File: src/rtl/bank_ram_arb.sv
// bank_ram_arb: round-robin arbiter from NUM_SLOTS command slots onto one
// banked RAM port. Writes wait in a command queue for their data; reads go
// straight to the port once the queue is empty, and are tagged so that the
// response comes back to the slot that asked for it.
module bank_ram_arb #(
  parameter int NUM_SLOTS  = 4,
  parameter int NUM_BANKS  = 5,
  parameter int DATA_WIDTH = 32,
  parameter int ADDR_WIDTH = 9,
  parameter int FIFO_DEPTH = 4,
  parameter int RD_LATENCY = 1
) (
  input  logic                                      clk,
  input  logic                                      rst,
  input  logic [NUM_SLOTS-1:0]                      s_cmd_valid,
  output logic [NUM_SLOTS-1:0]                      s_cmd_ready,
  input  logic [NUM_SLOTS-1:0]                      s_cmd_rw,
  input  logic [NUM_SLOTS*NUM_BANKS-1:0]            s_cmd_mask,
  input  logic [NUM_SLOTS*ADDR_WIDTH-1:0]           s_cmd_addr,
  input  logic [NUM_SLOTS-1:0]                      s_wvalid,
  output logic [NUM_SLOTS-1:0]                      s_wready,
  input  logic [NUM_SLOTS*NUM_BANKS*DATA_WIDTH-1:0] s_wdata,
  output logic [NUM_SLOTS-1:0]                      s_rvalid,
  output logic [NUM_BANKS*DATA_WIDTH-1:0]           s_rdata,
  output logic                                      phy_valid,
  input  logic                                      phy_ready,
  output logic                                      phy_rw,
  output logic [NUM_BANKS-1:0]                      phy_mask,
  output logic [ADDR_WIDTH-1:0]                     phy_addr,
  output logic [NUM_BANKS*DATA_WIDTH-1:0]           phy_wdata,
  input  logic [NUM_BANKS*DATA_WIDTH-1:0]           phy_rdata,
  output logic [$clog2(FIFO_DEPTH):0]               wq_level
);

  localparam int SW = $clog2(NUM_SLOTS);
  localparam int PW = $clog2(FIFO_DEPTH);
  localparam int CW = PW + 1;
  localparam int BW = NUM_BANKS * DATA_WIDTH;

  logic [NUM_BANKS-1:0]  mask_arr  [NUM_SLOTS];
  logic [ADDR_WIDTH-1:0] addr_arr  [NUM_SLOTS];
  logic [BW-1:0]         wdata_arr [NUM_SLOTS];

  logic [SW-1:0]         last_grant_q, last_grant_d;
  logic [PW-1:0]         wr_ptr_q, wr_ptr_d, rd_ptr_q, rd_ptr_d;
  logic [CW-1:0]         count_q, count_d;
  logic [SW-1:0]         fifo_src_q  [FIFO_DEPTH];
  logic [SW-1:0]         fifo_src_d  [FIFO_DEPTH];
  logic [NUM_BANKS-1:0]  fifo_mask_q [FIFO_DEPTH];
  logic [NUM_BANKS-1:0]  fifo_mask_d [FIFO_DEPTH];
  logic [ADDR_WIDTH-1:0] fifo_addr_q [FIFO_DEPTH];
  logic [ADDR_WIDTH-1:0] fifo_addr_d [FIFO_DEPTH];
  logic [RD_LATENCY-1:0] tag_vld_q, tag_vld_d;
  logic [SW-1:0]         tag_src_q [RD_LATENCY];
  logic [SW-1:0]         tag_src_d [RD_LATENCY];

  logic          win_found, win_rw, win_ready;
  logic [SW-1:0] winner, head_src;
  logic          empty, full, wr_issue, cmd_accept, push, rd_accept;

  // Split the flat per-slot buses into slot-indexed arrays.
  always_comb begin
    for (int unsigned i = 0; i < NUM_SLOTS; i++) begin
      mask_arr[i]  = s_cmd_mask[i*NUM_BANKS +: NUM_BANKS];
      addr_arr[i]  = s_cmd_addr[i*ADDR_WIDTH +: ADDR_WIDTH];
      wdata_arr[i] = s_wdata[i*BW +: BW];
    end
  end

  // Round-robin search: first valid slot above the last accepted one.
  always_comb begin : arb_search
    int unsigned   idx;
    logic [SW-1:0] cand;
    win_found = 1'b0;
    winner    = '0;
    idx       = 0;
    cand      = '0;
    for (int unsigned k = 1; k <= NUM_SLOTS; k++) begin
      idx  = (32'(last_grant_q) + k) % NUM_SLOTS;
      cand = SW'(idx);
      if (!win_found && s_cmd_valid[cand]) begin
        win_found = 1'b1;
        winner    = cand;
      end
    end
  end

  // Acceptance and issue decisions; reset gates every handshake.
  always_comb begin
    empty      = (count_q == '0);
    full       = (count_q == CW'(FIFO_DEPTH));
    head_src   = fifo_src_q[rd_ptr_q];
    win_rw     = s_cmd_rw[winner];
    win_ready  = win_rw ? !full : (empty && phy_ready);
    wr_issue   = !rst && !empty && s_wvalid[head_src] && phy_ready;
    cmd_accept = !rst && win_found && win_ready;
    push       = cmd_accept && win_rw;
    rd_accept  = cmd_accept && !win_rw;
  end

  // Slot handshakes and the physical command; a queued write outranks a read.
  always_comb begin
    s_cmd_ready = '0;
    s_wready    = '0;
    phy_valid   = 1'b0;
    phy_rw      = 1'b0;
    phy_mask    = '0;
    phy_addr    = '0;
    phy_wdata   = '0;
    if (cmd_accept) s_cmd_ready[winner] = 1'b1;
    if (wr_issue) begin
      s_wready[head_src] = 1'b1;
      phy_valid = 1'b1;
      phy_rw    = 1'b1;
      phy_mask  = fifo_mask_q[rd_ptr_q];
      phy_addr  = fifo_addr_q[rd_ptr_q];
      phy_wdata = wdata_arr[head_src];
    end else if (rd_accept) begin
      phy_valid = 1'b1;
      phy_mask  = mask_arr[winner];
      phy_addr  = addr_arr[winner];
    end
  end

  // Read responses: route the final tag stage back to its slot.
  always_comb begin
    s_rvalid = '0;
    if (tag_vld_q[RD_LATENCY-1]) s_rvalid[tag_src_q[RD_LATENCY-1]] = 1'b1;
    s_rdata  = phy_rdata;
    wq_level = count_q;
  end

  // Next-state for grant pointer, write queue and read tag pipeline.
  always_comb begin
    last_grant_d = cmd_accept ? winner : last_grant_q;
    wr_ptr_d     = push ? wr_ptr_q + PW'(1) : wr_ptr_q;
    rd_ptr_d     = wr_issue ? rd_ptr_q + PW'(1) : rd_ptr_q;
    count_d      = count_q + CW'(push) - CW'(wr_issue);
    fifo_src_d   = fifo_src_q;
    fifo_mask_d  = fifo_mask_q;
    fifo_addr_d  = fifo_addr_q;
    if (push) begin
      fifo_src_d[wr_ptr_q]  = winner;
      fifo_mask_d[wr_ptr_q] = mask_arr[winner];
      fifo_addr_d[wr_ptr_q] = addr_arr[winner];
    end
    tag_vld_d    = '0;
    tag_vld_d[0] = rd_accept;
    tag_src_d    = tag_src_q;
    tag_src_d[0] = winner;
    for (int unsigned j = 1; j < RD_LATENCY; j++) begin
      tag_vld_d[j] = tag_vld_q[j-1];
      tag_src_d[j] = tag_src_q[j-1];
    end
  end

  // State registers; reset empties the queue and drops in-flight read tags.
  always_ff @(posedge clk or posedge rst) begin
    if (rst) begin
      last_grant_q <= SW'(NUM_SLOTS - 1);
      wr_ptr_q     <= '0;
      rd_ptr_q     <= '0;
      count_q      <= '0;
      fifo_src_q   <= '{default: '0};
      fifo_mask_q  <= '{default: '0};
      fifo_addr_q  <= '{default: '0};
      tag_vld_q    <= '0;
      tag_src_q    <= '{default: '0};
    end else begin
      last_grant_q <= last_grant_d;
      wr_ptr_q     <= wr_ptr_d;
      rd_ptr_q     <= rd_ptr_d;
      count_q      <= count_d;
      fifo_src_q   <= fifo_src_d;
      fifo_mask_q  <= fifo_mask_d;
      fifo_addr_q  <= fifo_addr_d;
      tag_vld_q    <= tag_vld_d;
      tag_src_q    <= tag_src_d;
    end
  end

endmodule

File: config.mk
export PLATFORM = sky130hd
export DESIGN_NAME = bank_ram_arb
export DESIGN_NICKNAME = d
export VERILOG_FILES = /design/src/rtl/bank_ram_arb.sv
export SDC_FILE = /design/constraint.sdc
export NUM_CORES = 1
export LEC_CHECK = 0
export ABC_AREA = 1
export CELL_PAD_IN_SITES_DETAIL_PLACEMENT = 0
export CELL_PAD_IN_SITES_GLOBAL_PLACEMENT = 2
export CORE_AREA = 4 4 479 481
export CTS_CLUSTER_DIAMETER = 100
export DETAILED_ROUTE_END_ITERATION = 6
export DIE_AREA = 0 0 483 485
export PLACE_DENSITY = 0.45
export SKIP_LAST_GASP = 1
export SLEW_MARGIN = 30
export SYNTH_ARGS = -nofsm -noshare
export SYNTH_HDL_FRONTEND = slang
export SYNTH_SLANG_ARGS = --single-unit
File: constraint.sdc
create_clock -name clk -period 6.7 [get_ports clk]
set_input_delay 1.005 -clock clk [delete_from_list [all_inputs] [get_ports clk]]
set_output_delay 1.005 -clock clk [all_outputs]
set_load 0.02 [all_outputs]
==> results.ini, run 1 <==
[sta]
fin_worst_skew_ns=0.006483
fmax_ghz=0.1926
timing.final.crit_share_pct=77.49
relSlewSlack_pct=36.85
setup_ws_ns=1.508
finalMaxSlewViolations=0
min_period_ns=5.192
tightest_slew_ns=0.9472
rsz0062_at_grt=false
setup_tns_ns=0
hold_violations=0
setup_violations=0

[yosys]
synth.distinct_cells=37
syn-num-nets=2544
synth_ff_type=dfrtp_1
ys_ff_latch=76
ys_warn_count=0
synth_edf_count=0
synthesis.area_um2=10450
synthArstFlopShare_pct=100.0
synth-seq-area-share_pct=18.23
syn_inst=1666
syn_avg_cell_area_um2=6.272

[critical_path]
end_kind=output pin
path_cells=buf_4, inv_1, nand3_1, nand2_4, buf_12, buf_16, nand3_1, nand2_1, a221oi_1, nor2_1, clkdlybuf4s50_1
critPathTopFamily=buffers and inverters
crit_required_ns=5.69
crit_top_cell=nand3_1
slowest_stage=clkdlybuf4s50_1
critPathLaunchType=flop
path_class=reg2out
cp_max_fo=128
critPathMaxStageDelay_ns=0.66
crit_arrival_ns=4.19
crit_buf_inv=5

[grt]
grt_use_total_pct=12.43
grt_pass1_wl_mm=191.5
antenna_found_initial=143
grt_overflow=0
grt_max_degree=147
grt_pass1_vias=16660

[pwr]
ir_worst_vdd_mv=0.7137
pwr_density_cell_nw_per_um2=454.6
power.leakage_nw=8.013
p_total_mw=10.47

[routing]
drtAntennaViolNets=0
drcViolationCount=0
first_iter_violations=1033
viasPerCell=3.038
routed_wl_mm=153.5
vias=16190
wl_per_cell_um=28.81
dr.pass1.iters=6

[cts]
ctsHoldBuffers=0
root_buffer=clkbuf_16
cts_tree=built
clock-sinks=76
clk_latency_ns=0.35
cts_made_buffers=9
clock_path_buffers=2
htreeDepth=3
post_cts_buffers=0
clkTransAtPathRegs_ns=0.06
cts_resized=0

[die]
dieWidth_um=483
core_area_um2=224700
dieArea_um2=234300
pin_count=1222
start_util_pct=4.651
std_cell_rows=174
die_y_um=485

[job]
cap_viol_max_count=0

[place]
io_buffers=901
gp_congestion=0.9370
dp_slack_ns=1.516
dp_hpwl_mm=133.5

[min_path]
min_path_type=reg2reg

[layout]
final_cell_mix=clkdlybuf4s50_1 (807), nand3_1 (449), nand2_1 (308), nor2_1 (114), buf_12 (85)
num-nets-final=3181
final_common_cell=clkdlybuf4s50_1
drive_above_1_share_pct=8.839
area_growth_pct=120.4

[run_status]
outcome=complete, no violations

stage by stage:
step	util, %	instance area, um2	cells	hold WS (ns)
final	10.25	23030	5327	0.4775
after global routing	10.24	23000	5313	0.4993
after CTS	10.21	22930	5299	0.4784
after detailed placement	10.05	22580	5283	0.4611
after global placement	10.04	22560	5282	0.4574
after floorplan	-	10450	1666	0.4417
where the power goes:
| group | internal [mW] | switching [mW] |
|---|---|---|
| registers | 0.665 | 0.143 |
| logic | 2.78 | 6.30 |
| clock network | 0.384 | 0.204 |
| total | 3.83 | 6.64 |
metal layers:
| metal | routed length (um) | GRT usage, % |
|---|---|---|
| met1 | 56720 | 13.37 |
| met2 | 72620 | 20.88 |
| met3 | 18360 | 6.889 |
| met4 | 4824 | 3.398 |
| met5 | 932 | 0.6532 |
tightest hold or removal path, stage by stage, from the launching register on:
cell	delay [ns]
dfrtp_1	0.34
nand2_1	0.06
nand2_1	0.05
synthesized netlist by cell type, drive strengths merged (14+ instances only):
master | count | area [um2]
nand3 | 451 | 2267
nand2 | 323 | 1262
buf | 208 | 1468
nor2 | 121 | 483.0
clkbuf | 120 | 451.7
a22oi | 84 | 630.6
a31oi | 84 | 525.5
a221oi | 76 | 665.6
dfrtp | 74 | 1852
nand4 | 30 | 247.7
o21ai | 30 | 161.4
inv | 29 | 111.4
o22ai | 14 | 87.58
layout make-up:
type | count | area [um2]
fillers | 26340 | 201600
repair buffers | 954 | 10270
well taps | 2992 | 3744
multi-input cells | 1233 | 6579
inverters | 29 | 118.9
clock inverters | 4 | 95.09
clock buffers | 12 | 256.5
diodes | 27 | 67.56
flip-flops and latches | 76 | 1904
registers in the layout, summed over array words and instances, names as in the netlist:
name	flops
fifo_addr_q	36
fifo_mask_q	20
fifo_src_q	8
last_grant_q	2
rd_ptr_q	2
tag_src_q	2
tag_vld_q	1
wq_level	3
wr_ptr_q	2
cells by family (layout without fill, tap and decap cells):
family	count (synthesis)	after routing	synth area share [%]
fa+ha+maj	7	7	0.9101
flops	76	76	18.23
simple gates	931	931	41.06
other cells	0	27	0
compound gates	291	291	20.03
xor+xnor	4	4	0.3354
buf+inv	357	999	19.43
path summary, 6_finish.rpt:
kind                       slack [ns]  depth (start not counted)     startpoint              to
hold reg to reg                  0.48                          2  fifo_src_q[0]   fifo_src_q[0]
setup / recovery                 1.51                         11    rd_ptr_q[1]  phy_wdata[139]
setup reg to reg                 2.42                         17    rd_ptr_q[1]     wq_level[2]
max in group asynchronous        4.73                          3            rst  fifo_addr_q[5]
hold / removal                   0.48                          2  fifo_src_q[0]   fifo_src_q[0]
min in group asynchronous        1.00                          2            rst     wr_ptr_q[0]
Note: power is estimated with default switching activity, not from simulation.
==> inputs of run 2 (changes only) <==
- CORE_AREA: 4 4 479 481 -> 4 4 472 474
- DIE_AREA: 0 0 483 485 -> 0 0 476 478
- PLACE_DENSITY: 0.45 -> 0.46
- clock period: 6.7 -> 5.1 ns (I/O delays scaled with it)
==> results.ini, run 2 (synthesis gave the netlist of run 1 again) <==
[cts]
htreeDepth=3  ; unchanged
clock-sinks=76  ; unchanged
post_cts_buffers=0  ; unchanged
cts_made_buffers=9  ; unchanged
root_buffer=clkbuf_16
clock_path_buffers=2  ; unchanged
clk_latency_ns=0.34  ; about the same
cts_resized=0  ; unchanged
ctsHoldBuffers=0  ; unchanged
clkTransAtPathRegs_ns=0.06  ; about the same
cts_tree=built

[pwr]
swShare_pct=62.73  ; -0.71 points
clockPowerShare_pct=4.6  ; -1.0 points
power.leakage_nw=8.118  ; +1.3%
ir_worst_vdd_mv=0.3411  ; -52%
power.internal_mw=5.191  ; +36%
p_seq_share_pct=7.6  ; about the same
p_comb_share_pct=87.7  ; +1.0 points
p_total_mw=13.93  ; +33%
switching_power_mw=8.737  ; +32%
pwr_density_cell_nw_per_um2=603.8  ; +33%

[layout]
area_growth_pct=120.8
drive_above_1_share_pct=9.624  ; +0.78 points
final_common_cell=clkdlybuf4s50_1
fillers=25480  ; -3.3%
reg.largest.list=fifo_addr_q x36, fifo_mask_q x20, fifo_src_q x8
num-nets-final=3211  ; +0.94%
largest_reg_flops=36  ; unchanged
final_cell_mix=clkdlybuf4s50_1 (813), nand3_1 (449), nand2_1 (308), nor2_1 (114), buf_12 (90)
max_flop_register=fifo_addr_q
final_cells=5231  ; -1.8%

[grt]
antenna_found_initial=120  ; -16%
grt_use_total_pct=12.33  ; -0.095 points
grt_pass1_vias=16450  ; -1.3%
grt_max_degree=79  ; -46%
grt_overflow=0  ; unchanged
grt_pass1_wl_mm=183.2  ; -4.3%

[sta]
timing.final.crit_share_pct=86.22
fin_worst_skew_ns=0.006369  ; -0.0001137 ns
min_period_ns=4.397
fmax_ghz=0.2274
relSlewSlack_pct=38.66  ; +1.8 points
tightest_slew_ns=0.9201  ; -0.02718 ns
finalMaxSlewViolations=0  ; unchanged
setup_violations=0  ; unchanged
whs_ns=0.4726  ; -0.004809 ns
rsz0062_at_grt=false
hold_violations=0  ; unchanged
setup_ws_ns=0.7029  ; -0.8054 ns
setup_tns_ns=0  ; unchanged

[critical_path]
path_class=reg2out
slowest_stage=clkdlybuf4s50_1
crit_buf_inv=4  ; -1
crit_arrival_ns=3.63  ; -0.56 ns
crit_required_ns=4.34  ; -1.35 ns
critPathMaxStageDelay_ns=0.68  ; +0.02 ns
critPathTopFamily=buffers and inverters
critPathLaunchType=flop
cp_max_fo=44  ; -66%
path_cells=inv_1, nand2_1, nand3_1, nand2_4, buf_4, nand3_1, nand4_1, nand2_4, buf_4, a31oi_1, clkdlybuf4s50_1
end_kind=output pin

[die]
pin_count=1222  ; unchanged
core_area_um2=218900  ; -2.6%
die_y_um=478  ; -1.4%
dieArea_um2=227500  ; -2.9%
start_util_pct=4.774  ; +0.12 points
dieWidth_um=476  ; -1.4%
std_cell_rows=172  ; -1.1%

[place]
gp_congestion=0.9329  ; -0.44%
dp_hpwl_mm=129.9  ; -2.7%
dp_slack_ns=0.8417  ; -0.6740 ns
io_buffers=901  ; unchanged
dp.cells=5193  ; -1.7%

[job]
cap_viol_max_count=0  ; unchanged

[routing]
dr.pass1.iters=5  ; -1
drcViolationCount=0  ; unchanged
wl_per_cell_um=28.34  ; -1.6%
routed_wl_mm=148.2  ; -3.4%
drtAntennaViolNets=0  ; unchanged
viasPerCell=3.094  ; +1.8%
vias=16190  ; +0.0062%
first_iter_violations=1319  ; +28%

[min_path]
min_path_type=reg2reg

[run_status]
outcome=complete, no violations

[run 2: cell types whose count changed in the layout (fill, tap and decap cells not counted), sizes merged]
cell / previous run / this run
buf: 147 / 171
clkdlybuf4s50: 807 / 813
diode: 27 / 22
bufinv: 3 / 1
clkinv: 1 / 3
clkbuf: 12 / 11
clkinvlp: 0 / 1
[run 2: metal layers]
layer	wire length [um]	vias to the layer above	global-route usage [%]
met1	56550	7730	13.92
li1	-	7181	-
met2	69820	852	20.74
met5	613	-	0
met3	16690	328	5.883
met4	4576	96	3.188
[run 2: power groups by stage]
stage	logic (mW)	registers (mW)	clock network, mW
after global routing	13.2	1.10	0.694
after floorplan	6.05	1.01	0
after global placement	12.6	1.07	0
after detailed placement	12.6	1.07	0
final	12.2	1.06	0.647
after CTS	12.6	1.06	0.671
[run 2: through the flow]
step / cell area, um2 / util (%)
3_5_place_dp: 22730 / 10.38
2_1_floorplan: 10450 / -
5_1_grt: 23030 / 10.52
6_report: 23070 / 10.54
3_3_place_gp: 22720 / 10.38
4_1_cts: 23010 / 10.51
[run 2: final timing paths]
| path | cells after the start | slack [ns] | end | start |
|---|---|---|---|---|
| max reg2reg | 17 | 1.30 | wq_level[2] | rd_ptr_q[0] |
| min reg2reg | 2 | 0.47 | fifo_mask_q[9] | fifo_mask_q[9] |
| min | 2 | 0.47 | fifo_mask_q[9] | fifo_mask_q[9] |
| max in group asynchronous | 3 | 3.46 | fifo_mask_q[12] | rst |
| min in group asynchronous | 2 | 0.67 | wq_level[2] | rst |
| max | 11 | 0.70 | phy_wdata[64] | rd_ptr_q[0] |
[run 2: worst register-to-register path, stage by stage, from the launching register on]
cell,delay (ns)
dfrtp_1,0.56
inv_1,0.16
nand2_1,0.09
nand3_1,0.10
nand2_4,0.23
buf_4,0.37
nand3_1,0.16
nand4_1,0.18
nand2_4,0.14
buf_12,0.25
inv_1,0.10
buf_4,0.27
ha_1,0.30
inv_1,0.07
ha_1,0.13
inv_1,0.05
fa_1,0.40
xnor2_1,0.13
[run 2: layout make-up]
class	count	area [um2]	area share [%]
antenna	22	55.05	0.2387
clock inverter	5	52.55	0.2278
multi-input combinational	1233	6561	28.44
clock buffer	11	232.7	1.009
sequential	76	1904	8.255
tap	2871	3592	15.57
timing repair buffer	984	10550	45.74
inverter	29	118.9	0.5153
==> inputs of run 3 (changes only) <==
- ABC_AREA: 1 -> unset
- CORE_AREA: 4 4 472 474 -> 4 4 474 476
- DIE_AREA: 0 0 476 478 -> 0 0 478 480
- PLACE_DENSITY: 0.46 -> 0.41
==> results.ini, run 3 <==
[job]
cap_viol_max_count=0  ; unchanged

[layout]
drive_above_1_share_pct=23.29  ; +14 points
design_area_um2=23400  ; +1.4%
reg.largest.list=fifo_addr_q x36, fifo_mask_q x20, fifo_src_q x8
fillers=25390  ; -0.34%
area_growth_pct=121.0  ; about the same
largest_reg_flops=36  ; unchanged
num-nets-final=2526  ; -21%
final_cell_mix=clkdlybuf4s50_1 (776), mux4_2 (175), and2_1 (160), buf_12 (103), mux2i_1 (92)
final_common_cell=clkdlybuf4s50_1
max_flop_register=fifo_addr_q
final_util_pct=10.59  ; +0.048 points
final-seq-area_um2=1904  ; unchanged
multi_input_area_um2=6832  ; +4.1%

[routing]
vias=11870  ; -27%
drcViolationCount=0  ; unchanged
drtAntennaViolNets=0  ; unchanged
dr.pass1.iters=5  ; unchanged
viasPerCell=2.547  ; -18%
routed_wl_mm=144.3  ; -2.7%
first_iter_violations=626  ; -53%
wl_per_cell_um=30.96  ; +9.3%

[place]
place_area_um2=22980  ; +1.1%
gp_congestion=0.8598  ; -7.8%
io_buffers=901  ; unchanged
dp_hpwl_mm=131.9  ; +1.6%

[cts]
post_cts_buffers=0  ; unchanged
root_buffer=clkbuf_16
cts_resized=0  ; unchanged
ctsHoldBuffers=0  ; unchanged
cts_made_buffers=9  ; unchanged
clkTransAtPathRegs_ns=0.06  ; about the same
cts_tree=built
clock_path_buffers=2  ; unchanged
clock-sinks=76  ; unchanged
clk_latency_ns=0.37  ; +0.03 ns
htreeDepth=3  ; unchanged

[grt]
antenna_found_initial=165  ; +38%
grt_use_total_pct=12.01  ; -0.32 points
grt_pass1_vias=12460  ; -24%
grt_overflow=0  ; unchanged
grt_pass1_wl_mm=172.8  ; -5.7%
grt_max_degree=93  ; +18%

[critical_path]
end_kind=output pin
path_cells=clkdlybuf4s50_1, nor2_1, o22ai_1, or3_1, clkinv_1, mux4_2, or2_1, buf_4, o21ai_0, clkdlybuf4s50_1
crit_required_ns=4.34  ; about the same
path_class=in2out
critPathLaunchType=input port
critPathMaxStageDelay_ns=0.66  ; -0.02 ns
crit_top_cell=clkdlybuf4s50_1
crit_buf_inv=4  ; unchanged
crit_arrival_ns=3.92  ; +0.29 ns
slowest_stage=clkdlybuf4s50_1
critPathTopFamily=buffers and inverters
cp_max_fo=17  ; -61%

[die]
core_area_um2=221000  ; +0.98%
pin_count=1222  ; unchanged
std_cell_rows=173  ; +0.58%
dieArea_um2=229400  ; +0.84%
dieWidth_um=478  ; +0.42%
die_y_um=480  ; +0.42%
start_util_pct=4.791  ; +0.017 points

[yosys]
syn_avg_cell_area_um2=11.33  ; +81%
synth_edf_count=0  ; unchanged
synthesis.area_um2=10590  ; +1.3%
synthArstFlopShare_pct=100.0  ; unchanged
synth_ff_type=dfrtp_1
syn-num-nets=1813  ; -29%
ys_warn_count=0  ; unchanged
syn_inst=935  ; -44%
yosysTopAreaCell=mux4_2
ys_ff_latch=76  ; unchanged
synthTopCellsByArea=mux4_2 (38%), dfrtp_1 (17%), buf_4 (12%), and2_1 (9.5%), mux2i_1 (8.7%)
netlist.area_leader.share_pct=37.65  ; +16 points
ys_top_cells_by_count=mux4_2 (177), buf_4 (172), and2_1 (160), mux2i_1 (92), dfrtp_1 (74)
yosysMostFrequentCell=mux4_2
synth-seq-area-share_pct=17.98  ; -0.24 points
synth.distinct_cells=42  ; +14%

[sta]
hold_violations=0  ; unchanged
relSlewSlack_pct=44.72  ; +6.1 points
min_period_ns=4.690  ; +0.2925 ns
finalMaxSlewViolations=0  ; unchanged
fin_worst_skew_ns=0.006336  ; -0.00003325 ns
setup_violations=0  ; unchanged
tightest_slew_ns=0.8291  ; -0.09093 ns
setup_tns_ns=0  ; unchanged
timing.final.crit_share_pct=91.95  ; +5.7 points
whs_ns=0.4864  ; +0.01371 ns
fmax_ghz=0.2132  ; -6.2%
rsz0062_at_grt=false

[min_path]
min_path_type=reg2reg

[run_status]
outcome=complete, no violations

[pwr]
power.leakage_nw=7.911  ; -2.5%
pwr_density_cell_nw_per_um2=501.2  ; -17%
ir_worst_vdd_mv=0.4780  ; +40%
p_total_mw=11.73  ; -16%

[run 3: cell count changes after synthesis, sizes merged, moves of 92 or more]
cell / previous run / this run
nand3: 451 / 2
mux2i: 0 / 92
and2: 0 / 160
nor2: 121 / 11
mux4: 0 / 177
nand2: 323 / 30
[run 3: cells by family after synthesis]
| kind of cell | count (synthesis) | share of synthesized area [%] |
|---|---|---|
| adders and majority gates | 7 | 0.8980 |
| AOI/OAI and AO/OA | 33 | 2.186 |
| xor gates and xnor gates | 5 | 0.4135 |
| buffers and inverters | 302 | 17.65 |
| muxes | 290 | 48.58 |
| DFF | 76 | 17.98 |
| and+or+nand+nor | 222 | 12.29 |
[run 3: per-stage QoR]
| step | std cells | worst slack (ns) |
|---|---|---|
| 2_1_floorplan | 935 | 1.504 |
| 3_3_place_gp | 4612 | 0.3382 |
| 3_5_place_dp | 4612 | 0.3974 |
| 4_1_cts | 4628 | 0.3728 |
| 5_1_grt | 4647 | 0.2532 |
| 6_report | 4661 | 0.4104 |
[run 3: path summary, 6_finish.rpt]
path / from / end / slack [ns] / cells after the start
min in group asynchronous: rst / tag_src_q[1] / 0.96 / 2
max in group asynchronous: rst / fifo_addr_q[2] / 3.07 / 3
setup reg to reg: rd_ptr_q[0] / wq_level[2] / 1.07 / 13
setup / recovery: s_cmd_valid[0] / phy_addr[3] / 0.41 / 10
hold / removal: fifo_src_q[1] / fifo_src_q[1] / 0.49 / 1
hold reg to reg: fifo_src_q[1] / fifo_src_q[1] / 0.49 / 1
[run 3: power by group]
part           total (mW)  switching [mW]  internal [mW]  leakage, nW
clock network       0.752           0.305          0.447        0.157
logic                9.88            5.08           4.79         6.90
registers            1.10           0.194          0.907        0.854
total                11.7            5.58           6.15         7.91
[run 3: worst reg2reg max path: cells and delay by family (launching register included)]
family / cells / cell delay (ns)
XOR/XNOR: 2 / 0.28
multiplexers: 2 / 1.36
buffers and inverters: 5 / 0.69
AO/OA/AOI/OAI: 1 / 0.31
adder cells (fa/ha/maj): 3 / 0.82
flip-flops: 1 / 0.43
[run 3: area by class of cell]
class | instances | area share, %
Clock inverter | 6 | 0.4064
Inverter | 67 | 1.112
Multi-Input combinational cell | 557 | 29.19
Clock buffer | 10 | 1.021
Sequential cell | 76 | 8.138
Tap cell | 2975 | 15.91
Antenna cell | 33 | 0.3529
Timing Repair Buffer | 937 | 43.87
[run 3: layer usage]
layer  vias to the layer above  GRT usage, %  part of all wire [%]
li1                       4700             -                     -
met4                        44         2.058                   2.3
met3                       280         5.548                    11
met1                      5682         13.99                    39
met5                         -         1.181                  0.44
met2                      1165         20.24                    47
